### src/rtl/usb_rx_pkg.sv
// usb_rx_pkg: shared USB receive constants and the bit-stuffing decision type (RX_STUFF_ERR_EN selects stuff-error reporting)
package usb_rx_pkg;
    localparam int STUFF_RUN_LEN = 6;
    localparam int DATA_W_DEF = 8;
    localparam int RUN_W = $clog2(STUFF_RUN_LEN + 1);
    localparam logic [RUN_W-1:0] RUN_MAX = RUN_W'(STUFF_RUN_LEN);
    typedef enum logic [1:0] {
        DEC_IDLE,
        DEC_ACCEPT,
        DEC_DROP,
        DEC_ERR
    } stuff_dec_t;
endpackage

### src/rtl/rx_unstuff_shift_if.sv
// rx_unstuff_shift_if: serial-in / byte-out bundle between decoder, unstuffer and RX controller (stuff_err present only with RX_STUFF_ERR_EN)
interface rx_unstuff_shift_if
    import usb_rx_pkg::*;
#(
    parameter int DATA_W = DATA_W_DEF
);
    logic              d_orig;
    logic              shift_enable;
    logic              eop_detected;
    logic              sync_clear;
    logic [DATA_W-1:0] rx_byte;
    logic              byte_valid;
    logic              bit_dropped;
    logic              align_err;
`ifdef RX_STUFF_ERR_EN
    logic              stuff_err;
`endif
    modport master (
        output d_orig, shift_enable, eop_detected, sync_clear,
`ifdef RX_STUFF_ERR_EN
        input  stuff_err,
`endif
        input  rx_byte, byte_valid, bit_dropped, align_err
    );
    modport slave (
        input  d_orig, shift_enable, eop_detected, sync_clear,
`ifdef RX_STUFF_ERR_EN
        output stuff_err,
`endif
        output rx_byte, byte_valid, bit_dropped, align_err
    );
endinterface

### src/rtl/rx_stuff_counter.sv
// rx_stuff_counter: tracks the run of consecutive ones and decides accept/drop/error per strobe (RX_STUFF_ERR_EN turns a seventh one into an error)
module rx_stuff_counter
    import usb_rx_pkg::*;
(
    input  logic       clk,
    input  logic       rst,
    input  logic       strobe,
    input  logic       d,
    input  logic       clr,
    output stuff_dec_t dec
);
    logic [RUN_W-1:0] ones_run;

    // a full run of ones means the next zero is a stuffed bit; a one there is an error or plain data
    always_comb begin
        dec = DEC_IDLE;
        if (strobe)
`ifdef RX_STUFF_ERR_EN
            dec = (ones_run != RUN_MAX) ? DEC_ACCEPT : d ? DEC_ERR : DEC_DROP;
`else
            dec = (ones_run != RUN_MAX) ? DEC_ACCEPT : d ? DEC_ACCEPT : DEC_DROP;
`endif
    end

    // run length grows on accepted ones (saturating), restarts on any zero or realignment
    always_ff @(posedge clk or posedge rst) begin
        if (rst)
            ones_run <= '0;
        else if (clr)
            ones_run <= '0;
        else if (dec == DEC_ACCEPT)
            ones_run <= !d ? '0 : (ones_run == RUN_MAX) ? ones_run : ones_run + 1'b1;
        else if (dec == DEC_DROP)
            ones_run <= '0;
    end
endmodule

### src/rtl/rx_unstuff_shift.sv
// rx_unstuff_shift: removes stuffed bits and assembles LSB-first bytes, flagging partial bytes at EOP (RX_STUFF_ERR_EN adds sticky stuff_err)
module rx_unstuff_shift
    import usb_rx_pkg::*;
#(
    parameter int DATA_W = DATA_W_DEF
)(
    input  logic              clk,
    input  logic              rst,
    rx_unstuff_shift_if.slave bus
);
    localparam int CNT_W = $clog2(DATA_W);
    localparam logic [CNT_W-1:0] LAST = CNT_W'(DATA_W - 1);

    logic [DATA_W-1:0] sr;
    logic [DATA_W-1:0] nxt;
    logic [CNT_W-1:0]  bit_cnt;
    logic              eop_q;
    logic              eop_rise;
    logic              strobe;
    stuff_dec_t        dec;

    assign eop_rise = bus.eop_detected & ~eop_q;
    assign strobe   = bus.shift_enable & ~bus.eop_detected & ~bus.sync_clear;
    assign nxt      = {bus.d_orig, sr[DATA_W-1:1]};

    rx_stuff_counter u_cnt (
        .clk    (clk),
        .rst    (rst),
        .strobe (strobe),
        .d      (bus.d_orig),
        .clr    (bus.sync_clear | eop_rise),
        .dec    (dec)
    );

    // remember the previous EOP level so only its rising edge realigns
    always_ff @(posedge clk or posedge rst) begin
        if (rst)
            eop_q <= 1'b0;
        else
            eop_q <= bus.eop_detected;
    end

    // shift accepted bits in from the top; a completed byte is published and the count wraps
    always_ff @(posedge clk or posedge rst) begin
        if (rst) begin
            sr              <= '0;
            bit_cnt         <= '0;
            bus.rx_byte     <= '0;
            bus.byte_valid  <= 1'b0;
            bus.bit_dropped <= 1'b0;
            bus.align_err   <= 1'b0;
        end else begin
            bus.byte_valid  <= 1'b0;
            bus.bit_dropped <= (dec == DEC_DROP);
            bus.align_err   <= eop_rise & ~bus.sync_clear & (bit_cnt != '0);
            if (bus.sync_clear || eop_rise) begin
                bit_cnt <= '0;
            end else if (dec == DEC_ACCEPT) begin
                sr      <= nxt;
                bit_cnt <= (bit_cnt == LAST) ? '0 : bit_cnt + 1'b1;
                if (bit_cnt == LAST) begin
                    bus.rx_byte    <= nxt;
                    bus.byte_valid <= 1'b1;
                end
            end
        end
    end

`ifdef RX_STUFF_ERR_EN
    // a one after a full run is a protocol violation; hold the flag until the next packet starts
    always_ff @(posedge clk or posedge rst) begin
        if (rst)
            bus.stuff_err <= 1'b0;
        else if (bus.sync_clear)
            bus.stuff_err <= 1'b0;
        else if (dec == DEC_ERR)
            bus.stuff_err <= 1'b1;
    end
`endif
endmodule

### src/flat_wrapper.sv
// flat-port wrapper written by rule: the top's interface ports become plain ports
module rx_unstuff_shift_flat import usb_rx_pkg::*;
#(
    parameter int DATA_W = DATA_W_DEF
)
  (clk, rst, bus_d_orig, bus_shift_enable, bus_eop_detected, bus_sync_clear, bus_rx_byte, bus_byte_valid, bus_bit_dropped, bus_align_err);
  rx_unstuff_shift_if #(.DATA_W(DATA_W)) bus_i ();
  input  logic clk;
  input  logic rst;
  input wire logic [$bits(bus_i.d_orig)-1:0] bus_d_orig;
  input wire logic [$bits(bus_i.shift_enable)-1:0] bus_shift_enable;
  input wire logic [$bits(bus_i.eop_detected)-1:0] bus_eop_detected;
  input wire logic [$bits(bus_i.sync_clear)-1:0] bus_sync_clear;
  output wire logic [$bits(bus_i.rx_byte)-1:0] bus_rx_byte;
  output wire logic [$bits(bus_i.byte_valid)-1:0] bus_byte_valid;
  output wire logic [$bits(bus_i.bit_dropped)-1:0] bus_bit_dropped;
  output wire logic [$bits(bus_i.align_err)-1:0] bus_align_err;
  assign bus_i.d_orig = bus_d_orig;
  assign bus_i.shift_enable = bus_shift_enable;
  assign bus_i.eop_detected = bus_eop_detected;
  assign bus_i.sync_clear = bus_sync_clear;
  assign bus_rx_byte = bus_i.rx_byte;
  assign bus_byte_valid = bus_i.byte_valid;
  assign bus_bit_dropped = bus_i.bit_dropped;
  assign bus_align_err = bus_i.align_err;
  rx_unstuff_shift #(.DATA_W(DATA_W)) u_core (.clk(clk), .rst(rst), .bus(bus_i));
endmodule
### config.mk
export PLATFORM = sky130hd
export DESIGN_NAME = rx_unstuff_shift_flat
export DESIGN_NICKNAME = d
export VERILOG_FILES = /design/src/rtl/usb_rx_pkg.sv /design/src/rtl/rx_unstuff_shift_if.sv /design/src/rtl/rx_stuff_counter.sv /design/src/rtl/rx_unstuff_shift.sv /design/src/flat_wrapper.sv
export SDC_FILE = /design/constraint.sdc
export NUM_CORES = 1
export LEC_CHECK = 0
export ABC_AREA = 1
export BUFFER_PORTS_ARGS = -buffer_cell sky130_fd_sc_hd__buf_2
export CORE_MARGIN = 4
export CORE_UTILIZATION = 45
export CTS_CLUSTER_SIZE = 10
export DETAILED_ROUTE_END_ITERATION = 12
export HOLD_SLACK_MARGIN = 0.02
export PLACE_DENSITY = 0.65
export SYNTH_ARGS = -nofsm -noshare
export SYNTH_HDL_FRONTEND = slang
export SYNTH_SLANG_ARGS = --single-unit
### constraint.sdc
create_clock -name clk -period 2.85 [get_ports clk]
set_clock_uncertainty 0.1 [all_clocks]
set_input_delay 0.1425 -clock clk [delete_from_list [all_inputs] [get_ports clk]]
set_output_delay 0.1425 -clock clk [all_outputs]
set_load 0.01 [all_outputs]
Word level (Yosys, flattened, before mapping). Cells that the tools add are included.

Reductions and logical operators: 7. Bitwise gates (word level): 10. Muxes and demuxes: 14. Shift-type cells: 0. Eq/ne operators: 6. Add/subtract/negate cells: 2. Multipliers: 0. Divide/modulo/power cells: 0. Magnitude comparators: 0.

Operators with widths (count): two-way mux 3 bit (8); adder 3 x 1 -> 3 bit, second input constant (2); equality test 3 bit, second input constant (2); two-way mux 2 bit (3); nonzero test 3 bit (2); bitwise AND 1 bit (5); inequality test 4 bit, second input constant (1); inverter 1 bit (4); AND reduction 2 bit (2); two-way mux 1 bit (3); inequality test 3 bit, second input constant (1); AND reduction 3 bit (1); equality test 2 x 1 -> 1 bit, second input constant (1); equality test 2 bit, second input constant (1); nonzero test 2 bit (1); logical OR 1 bit (1); OR 1 bit (1).

Flip-flop bits (word level): 26. Memory bits (read-only): 0. Latch bits: 0. Output and inout bits: 11. Memories kept: 0. Bits of input ports: 6. Word-level logic and storage cells: 47. RAM bits: 0.

Depth between registers and ports, before layout. Gate-level depths: netlist (run 1).

Word-level depth: 8. Mapped depth: 9. Gate-level depth less buffers: 8.

Hierarchy. Synthesis (run 1) repeated with hierarchy kept, for this count alone.

Cell total of the unflattened synthesis: 145. Area total of the unflattened synthesis: 1242.4 µm².

By module, submodules not included: rx_unstuff_shift (sequential area each 550.5 µm², area an instance 1007.2 µm², cells each 109, instances 1); rx_stuff_counter (sequential area each 75.1 µm², area an instance 235.2 µm², cells each 36, instances 1).

Worst setup path before layout (run 1). OpenSTA, ideal clock, no wires.

Path kind: register to register. Start point: register u_core.u_cnt.ones_run[0]. End point: register u_core.bus.rx_byte[0]. Buffers on the path: 1. Stages on the path, launching flop included: 10. Clock period less this slack: 1388 ps. Setup time: 117 ps. Arrival time: 1172 ps. Slack: 1462 ps. Required time: 2633 ps. Path through: dfrtp_1 > inv_1 > ha_1 > nand2_2 > nor2_2 > nor2_2 > buf_6 > nand2_8 > nand2_2 > nand2_1.

Word-level cells in the longest chain between the ends: 5.

RTL lines: start, declared (RTL line rx_stuff_counter.sv:12) `logic [RUN_W-1:0] ones_run;`; start signal, assigned (RTL line rx_stuff_counter.sv:32) `ones_run <= !d ? '0 : (ones_run == RUN_MAX) ? ones_run : ones_run + 1'b1;`; inequality test 3 bit (RTL line rx_stuff_counter.sv:21) `dec = (ones_run != RUN_MAX) ? DEC_ACCEPT : d ? DEC_ACCEPT : DEC_DROP;`; two-way mux 2 bit (RTL line rx_stuff_counter.sv:21); two-way mux 2 bit (RTL line rx_stuff_counter.sv:17) `if (strobe)`; equality test 2 x 1 -> 1 bit (RTL line rx_unstuff_shift.sv:58) `end else if (dec == DEC_ACCEPT) begin`; AND reduction 3 bit (no line); end signal, assigned (RTL line rx_unstuff_shift.sv:62) `bus.rx_byte <= nxt;`; end, declared (RTL line rx_unstuff_shift_if.sv:30) `output rx_byte, byte_valid, bit_dropped, align_err`.

No other way between the ends. A chain may end at the register's enable or synchronous reset.

Worst setup path in the final report (run 1).
Start point: register u_core.u_cnt.ones_run[0]. End point: register u_core.bit_cnt[1].

Word-level cells in the longest chain between the ends: 5.

RTL lines: inequality test 3 bit (RTL line rx_stuff_counter.sv:21); two-way mux 2 bit (RTL line rx_stuff_counter.sv:21); two-way mux 2 bit (RTL line rx_stuff_counter.sv:17); equality test 2 x 1 -> 1 bit (RTL line rx_unstuff_shift.sv:58); nonzero test 2 bit (no line); end signal, assigned (RTL line rx_unstuff_shift.sv:60) `bit_cnt <= (bit_cnt == LAST) ? '0 : bit_cnt + 1'b1;`; end, declared (RTL line rx_unstuff_shift.sv:16) `logic [CNT_W-1:0] bit_cnt;`.

No other way between the ends.

==> out/qor.yml, run 1 <==
run_status: "finished, final reports clean"
rr_worst_depth: 9
synthXorXnorAreaFrac_pct: 0
hp-class: "in -> reg"
hold_start: "bus_d_orig"
synth_compound_area_share_pct: 1.59
crit_chain: "inv_1, ha_1, nand2_2, nor2_2, nor2_2, buf_4, nor2_4, nand2_1, nand2_1"
crit_path_end_kind: "register"
hold_viol: 0
core_area_um2: 2500
num-nets-final: 167
r2r-end: "u_core.bit_cnt[1]"
ir_worst_vdd_v: 0.000261
ys_warn_count: 0
cts_tree: "yes"
cp-start-kind: "register"
overflow: 0
die_w_um: 59.3
dieArea_um2: 3510
synthMuxAreaShare_pct: 0
layout-drive-gt1-share_pct: 24.5
p_seq_share_pct: 64.9
power.density_nw_per_um2: 457
gp_congestion: 0.836
syn_nets: 145
rows: 18
power_frac_comb_pct: 9.8
fin_total_pwr_mw: 0.615
tns_ns: 0
critPathMaxFanout: 15
cap_violations: 0
slew_headroom_pct: 37.6
grt_first_pass_wirelength_um: 3770
grt_pass1_vias: 904
swShare_pct: 25.6
synth_top_family_by_area: "simple AND/OR/NAND/NOR gates"
ys_ff_latch: 25
final_common_cell: "nand2_1"
grt_use_total_pct: 14.1
max_stage_delay_ns: 0.54
cts_made_buffers: 3
io-pin-count: 17
cts_root_buf: "clkbuf_4"
hold_end: "u_core.sr[7]"
clock_sinks: 25
postCtsSetupBuffers: 0
n_fill_cell: 253
routedWlPerCell_um: 11.0
cts_max_level: 1
max_freq_mhz: 513
worstSetupStartpoint: "u_core.u_cnt.ones_run[0]"
critical_path_class: "reg -> reg"
numPortBuffers: 16
yosys.area_share.simple_pct: 33.7
avgSynthCellArea_um2: 8.82
diodes: 0
drt_pre_antenna_iters: 6
drc_errors: 0
path_clk_slew_ns: 0.13
clkPwrFrac_pct: 25.3
setup_violations: 0
clk_latency_ns: 0.31
critical_path.slowest_cell: "nor2_2"
seq_area_um2: 626
place_hpwl_um: 1510
reg2reg_from: "u_core.u_cnt.ones_run[0]"
ys_seq_area_share_pct: 52.9
vias: 868
rsz0062_at_grt: "no"
power.internal_mw: 0.457
p_leak_nw: 0.765
synth_fa_ha_area_share_pct: 5.29
clockBufferDepth: 2
required_ns: 2.97
ff2ff_setup_slack_ns: 0.90
drt_iter0_drc: 24
die_y_um: 59.3
period_share_pct: 68.4
grt_antenna_before_repair: 0
period_minus_slack_ns: 1.95
p_sw_mw: 0.157
ys_types: 21
avgViaCountPerCell: 4.69
start_util_pct: 47.3
netlist_instances: 134
multiInputGateArea_um2: 479
cp.arrival_ns: 2.07
wirelength_um: 2040
syn_area_um2: 1180
grt_max_degree: 26
final_cell_mix: "nand2_1 (47), dfrtp_1 (25), buf_2 (16), nand3_1 (13)"
ant_nets: 0
slew_viol_final: 0
syn_to_final_growth_pct: 13.8
whs_path_depth: 3
worstMarginPinSlew_ns: 0.935
[flip-flops by register name, summed over array words and instances (netlist names)]
signal,cells
u_core.bus.rx_byte,8
u_core.sr,7
u_core.bit_cnt,3
u_core.u_cnt.ones_run,3
u_core.bus.align_err,1
u_core.bus.bit_dropped,1
u_core.bus.byte_valid,1
u_core.eop_q,1
[what timing repair did]
item	in CTS	in global routing
endpoints found under the hold margin	28	0
hold buffers	4	0
gates resized for setup	0	0
[worst max-delay path: cells and delay by family, from the launching register on]
kind / cells / cell delay, ns
simple gates: 6 / 0.79
flops: 1 / 0.40
buf+inv: 2 / 0.33
fa+ha+maj: 1 / 0.23
[through the flow]
| step | area, um^2 | hold WS (ns) | worst slack, ns | instances | util (%) |
|---|---|---|---|---|---|
| floorplan | 1180 | 0.0698 | 1.46 | 134 | - |
| global placement | 1280 | 0.176 | 0.994 | 177 | 51.2 |
| detailed placement | 1280 | 0.178 | 0.916 | 177 | 51.2 |
| CTS | 1350 | 0.0214 | 0.887 | 185 | 53.8 |
| global route | 1350 | 0.0221 | 0.713 | 185 | 53.8 |
| finish | 1350 | 0.0313 | 0.899 | 185 | 53.8 |
[cell type report]
class                      instances  area share [%]
inverter                          13            3.63
timing repair buffer              21            9.49
clock buffer                       4            1.95
sequential                        25            46.5
tap                               30            2.79
multi-input combinational         92            35.6
[cell families after synthesis]
logic type,Yosys count
compound gates,3
fa+ha+maj,5
buf+inv,17
flops,25
simple gates,84
[power by group through the flow]
stage / clock network [mW] / logic, mW / registers (mW)
after global placement: 0 / 0.0558 / 0.405
after CTS: 0.166 / 0.0620 / 0.399
final: 0.156 / 0.0605 / 0.399
after floorplan: 0 / 0.0453 / 0.401
after detailed placement: 0 / 0.0579 / 0.406
after global routing: 0.181 / 0.0720 / 0.403
[metal layers]
layer  part of all wire (%)  wire length [um]  GRT usage (%)
met5                      0                 0              0
met4                   0.64                13           6.47
met3                    4.2                86           2.83
met2                     52              1050           23.2
met1                     44               889           17.8
[worst max path at each step]
| stage | end | slack, ns | cells past startpoint |
|---|---|---|---|
| after floorplan | u_core.bus.rx_byte[0] | 1.46 | 9 |
| after global placement | u_core.bit_cnt[1] | 0.99 | 9 |
| after detailed placement | u_core.bit_cnt[1] | 0.92 | 9 |
| after CTS | u_core.bit_cnt[1] | 0.89 | 9 |
| after global routing | u_core.bit_cnt[1] | 0.71 | 9 |
| final | u_core.bit_cnt[1] | 0.90 | 9 |
[synthesized netlist by cell type, drive strengths merged]
master  number  area share, %
nand3       14            6.3
inv         12            3.8
ha           5            5.3
o21ai        3            1.6
nor4         1           0.53
nand3b       1           0.64
clkinv       1           0.32
dfrtp       25             53
nor2        10            4.2
nand2       58             22
buf          4            2.4
(Power assumes the default switching activity.)
==> run 2: changes to the inputs <==
--- a/config.mk
+++ b/config.mk
@@ -12,7 +12,7 @@
 export CTS_CLUSTER_SIZE = 10
 export DETAILED_ROUTE_END_ITERATION = 12
 export HOLD_SLACK_MARGIN = 0.02
-export PLACE_DENSITY = 0.65
+export PLACE_DENSITY = 0.68
 export SYNTH_ARGS = -nofsm -noshare
 export SYNTH_HDL_FRONTEND = slang
 export SYNTH_SLANG_ARGS = --single-unit
==> constraint.sdc (replaced) <==
create_clock -name clk -period 1.75 [get_ports clk]
set_clock_uncertainty 0.1 [all_clocks]
set_input_delay 0.0875 -clock clk [delete_from_list [all_inputs] [get_ports clk]]
set_output_delay 0.0875 -clock clk [all_outputs]
set_load 0.01 [all_outputs]
==> run 2 against run 1 <==
Compared with the run above: fmax increased by 27%; first-iteration DRC count decreased by 8.3%; core utilization increased by 1.2 points; worst setup slack got worse by 0.69 ns; highest routed layer unchanged; worst hold slack improved by 0.20 ns.
==> out/qor.yml, run 2 (synthesis results as in run 1) <==
run_status: "finished, final reports clean"
overflow: 0
layout-drive-gt1-share_pct: 24.8
cts.repair.resized: 0
ctsHoldBuffers: 5
p_sw_mw: 0.268
required_ns: 1.88
die_y_um: 59.3
rr_worst_depth: 9
slew_headroom_pct: 68.1
grt_max_degree: 26
die_w_um: 59.3
power_frac_comb_pct: 10.5
cp-start-kind: "register"
power.internal_mw: 0.751
numPortBuffers: 16
final_cell_mix: "nand2_1 (47), dfrtp_1 (25), buf_2 (16), nand3_1 (13)"
cts_max_level: 1
final_common_cell: "nand2_1"
avgViaCountPerCell: 4.67
start_util_pct: 47.3
largest-register: "u_core.bus.rx_byte"
clk_latency_ns: 0.32
rows: 18
swShare_pct: 26.3
cts_root_buf: "clkbuf_4"
routedWlPerCell_um: 10.8
grt_pass1_vias: 842
r2r-end: "u_core.bus.rx_byte[6]"
cts_made_buffers: 3
cts_tree: "yes"
fin_cells: 187
top_regs: "u_core.bus.rx_byte (8), u_core.sr (7)"
core_area_um2: 2500
postCtsSetupBuffers: 0
dieArea_um2: 3510
clock_sinks: 25
crit_path_end_kind: "register"
max_freq_mhz: 650
grt_first_pass_wirelength_um: 3550
reg2reg_from: "u_core.u_cnt.ones_run[0]"
num-nets-final: 169
critical_path_class: "reg -> reg"
ff2ff_setup_slack_ns: 0.21
grt_antenna_before_repair: 0
drt_iter0_drc: 22
cp.arrival_ns: 1.67
ir_worst_vdd_v: 0.000399
path_clk_slew_ns: 0.14
critPathMaxFanout: 20
hp-class: "in -> async"
gp_congestion: 0.754
setup_violations: 0
largest_register_ff_count: 8
power.density_nw_per_um2: 741
p_seq_share_pct: 63.7
drc_errors: 0
cap_violations: 0
slew_viol_final: 0
clkPwrFrac_pct: 25.9
vias: 873
period_minus_slack_ns: 1.54
diodes: 0
io-pin-count: 17
drt_pre_antenna_iters: 4
place_inst: 178
p_leak_nw: 0.778
hold_viol: 0
worstMarginPinSlew_ns: 0.479
clockBufferDepth: 2
syn_to_final_growth_pct: 16.3
ant_nets: 0
period_share_pct: 87.9
rsz0062_at_grt: "no"
tns_ns: 0
wirelength_um: 2020
place_hpwl_um: 1430
grt_use_total_pct: 13.4
-- run 2: changes by cell type in the layout (fill, tap and decap cells not counted), sizes merged --
cell / previous run / this run
buf: 17 / 18
dlygate4sd3: 4 / 5
-- run 2: worst max-delay path by stage --
stage / startpoint / slack [ns] / end / depth (start not counted)
after floorplan: u_core.u_cnt.ones_run[0] / 0.36 / u_core.bus.rx_byte[0] / 9
after global placement: u_core.u_cnt.ones_run[0] / 0.27 / u_core.bus.rx_byte[6] / 9
after detailed placement: u_core.u_cnt.ones_run[0] / 0.22 / u_core.bus.rx_byte[6] / 9
after CTS: u_core.u_cnt.ones_run[0] / 0.20 / u_core.bus.rx_byte[6] / 9
after global routing: u_core.u_cnt.ones_run[0] / 0.08 / u_core.bus.rx_byte[5] / 9
final: u_core.u_cnt.ones_run[0] / 0.21 / u_core.bus.rx_byte[6] / 9
-- run 2: metrics by stage --
stage	power [mW]	setup slack (ns)	instance area (um^2)	hold slack [ns]	util, %
floorplan	0.726	0.362	1180	0.0148	-
global placement	0.753	0.271	1300	0.0494	52.0
detailed placement	0.759	0.224	1300	0.0524	52.0
CTS	1.03	0.201	1380	0.245	55.0
global route	1.07	0.0782	1380	0.253	55.0
finish	1.02	0.212	1380	0.234	55.0
-- run 2: power by group through the flow --
stage	clock network [mW]	registers, mW	logic, mW
detailed placement	0	0.660	0.0991
global placement	0	0.658	0.0948
CTS	0.268	0.649	0.109
finish	0.264	0.649	0.107
global route	0.287	0.656	0.124
floorplan	0	0.653	0.0737
-- run 2: per-layer routing --
| layer | track usage (%) | routed length, um | up-vias |
|---|---|---|---|
| met3 | 2.61 | 84 | 4 |
| met4 | 4.85 | 30 | 0 |
| met1 | 15.8 | 879 | 391 |
| met2 | 23.7 | 1030 | 18 |
| met5 | 0 | 0 | - |
| li1 | - | - | 460 |
-- run 2: final cells by class --
type / instances / area [um^2]
clock buffer: 4 / 26.3
fill: 239 / 1120
inverter: 13 / 48.8
multi-input combinational: 92 / 479
sequential: 25 / 626
tap: 30 / 37.5
timing repair buffer: 23 / 158
-- run 2: critical path: stages, from the launching register on --
cell and delay (ns):
dfrtp_1 0.40, inv_1 0.07, ha_1 0.23, nand2_2 0.08
nor2_2 0.04, nor2_2 0.14, buf_12 0.17, nand2_8 0.09
nand2_2 0.08, nand2_1 0.04
==> run 3: changes to the inputs <==
--- a/config.mk
+++ b/config.mk
@@ -8,11 +8,12 @@
 export ABC_AREA = 1
 export BUFFER_PORTS_ARGS = -buffer_cell sky130_fd_sc_hd__buf_2
 export CORE_MARGIN = 4
-export CORE_UTILIZATION = 45
+export CORE_UTILIZATION = 49
 export CTS_CLUSTER_SIZE = 10
 export DETAILED_ROUTE_END_ITERATION = 12
 export HOLD_SLACK_MARGIN = 0.02
-export PLACE_DENSITY = 0.68
+export PLACE_DENSITY = 0.73
+export SLEW_MARGIN = 20
 export SYNTH_ARGS = -nofsm -noshare
 export SYNTH_HDL_FRONTEND = slang
 export SYNTH_SLANG_ARGS = --single-unit
==> run 3 against run 2 <==
Compared with the run above: cell area decreased by 0.55%; routed wire length increased by 0.64%; worst setup slack improved by 0.013 ns; largest cell class unchanged; largest power group unchanged.
==> out/qor.yml, run 3 (synthesis results as in run 1) <==
gp_congestion: 0.746
hp-class: "in -> async"
cts_made_buffers: 3
syn_to_final_growth_pct: 15.7
die_y_um: 57.1
start_util_pct: 52.4
layout_setup_ws_ns: 0.224
rows: 17
run_status: "finished, final reports clean"
die_w_um: 57.1
slew_viol_final: 0
critPathMaxFanout: 9
rsz0062_at_grt: "no"
cts_root_buf: "clkbuf_4"
max_freq_mhz: 655
cts_max_level: 1
drc_errors: 0
hold_viol: 0
fin_total_pwr_mw: 1.00
ant_nets: 0
largest-register: "u_core.bus.rx_byte"
m1WireLength_um: 930
period_share_pct: 87.2
fin_cells: 186
slew_headroom_pct: 68.7
cp.arrival_ns: 1.63
cp-start-kind: "register"
cts_tree: "yes"
holdWs_ns: 0.234
p_leak_nw: 0.780
met2_length_um: 1020
dieArea_um2: 3260
ir_worst_vdd_v: 0.000379
diodes: 0
dr.max_layer_used: "met4"
place_hpwl_um: 1480
layout-drive-gt1-share_pct: 25.3
period_minus_slack_ns: 1.53
num-nets-final: 170
place_inst: 177
grt_pass1_vias: 947
vias: 880
worstMarginPinSlew_ns: 0.470
power.density_nw_per_um2: 733
setup_violations: 0
final_common_cell: "nand2_1"
top_regs: "u_core.bus.rx_byte (8), u_core.sr (7)"
clock_sinks: 25
wirelength_um: 2040
cts.repair.resized: 0
core_area_um2: 2250
critical_path_class: "reg -> reg"
crit_path_end_kind: "register"
grt_first_pass_wirelength_um: 4000
io-pin-count: 17
avgViaCountPerCell: 4.73
routedWlPerCell_um: 10.9
clockBufferDepth: 2
path_clk_slew_ns: 0.14
grt_use_total_pct: 15.2
largest_register_ff_count: 8
cap_violations: 0
met3_length_um: 64
drt_pre_antenna_iters: 4
grt_max_degree: 26
overflow: 0
clk_latency_ns: 0.31
final_cell_mix: "nand2_1 (47), dfrtp_1 (25), buf_2 (16), nand3_1 (13)"
pre_cts_slack_ns: 0.261
tns_ns: 0
drt_iter0_drc: 20
grt_antenna_before_repair: 0
rr_worst_depth: 9
numPortBuffers: 16
required_ns: 1.85
[run 3: changes by cell type in the layout (fill, tap and decap cells not counted), sizes merged]
cell | before | now
buf | 18 | 19
[run 3: what timing repair did]
action                    in CTS  in global routing
buffers inserted               0                  0
hold endpoints to repair      30                  0
hold buffers                   5                  0
[run 3: where the power goes]
| part | switching [mW] | internal, mW |
|---|---|---|
| combinational | 0.0620 | 0.0414 |
| sequential | 0.0311 | 0.619 |
| clock | 0.161 | 0.0888 |
[run 3: worst paths after layout]
kind,from,to,slack [ns]
max,u_core.u_cnt.ones_run[0],u_core.bus.rx_byte[0],0.22
min,rst,u_core.eop_q,0.23
max reg2reg,u_core.u_cnt.ones_run[0],u_core.bus.rx_byte[0],0.22
min reg2reg,u_core.bus.rx_byte[0],u_core.bus.rx_byte[0],0.40
max in group asynchronous,rst,u_core.bus.rx_byte[3],1.06
min in group clk,bus_eop_detected,u_core.eop_q,0.33
[run 3: layout make-up]
type                       count  area [um^2]
fill                         223          887
sequential                    25          626
multi-input combinational     92          479
timing repair buffer          24          153
inverter                      13         48.8
tap                           28         35.0
clock buffer                   4         26.3
[run 3: stage by stage]
stage / util (%) / area [um^2]
floorplan: - / 1180
global placement: 57.3 / 1290
detailed placement: 57.3 / 1290
CTS: 60.7 / 1370
global route: 60.7 / 1370
finish: 60.7 / 1370
[run 3: per-layer routing]
layer / track usage [%] / up-vias
met4: 5.63 / 0
met2: 27.1 / 14
met5: 0 / -
met3: 2.04 / 2
li1: - / 457
met1: 18.6 / 407
[run 3: worst max-delay path, cell delays in order (launching register included)]
cell and delay, ns:
dfrtp_1 0.40, inv_1 0.07, ha_1 0.23, nand2_2 0.08
nor2_2 0.04, nor2_2 0.11, buf_4 0.18, nand2_8 0.09
nand2_2 0.08, nand2_1 0.04
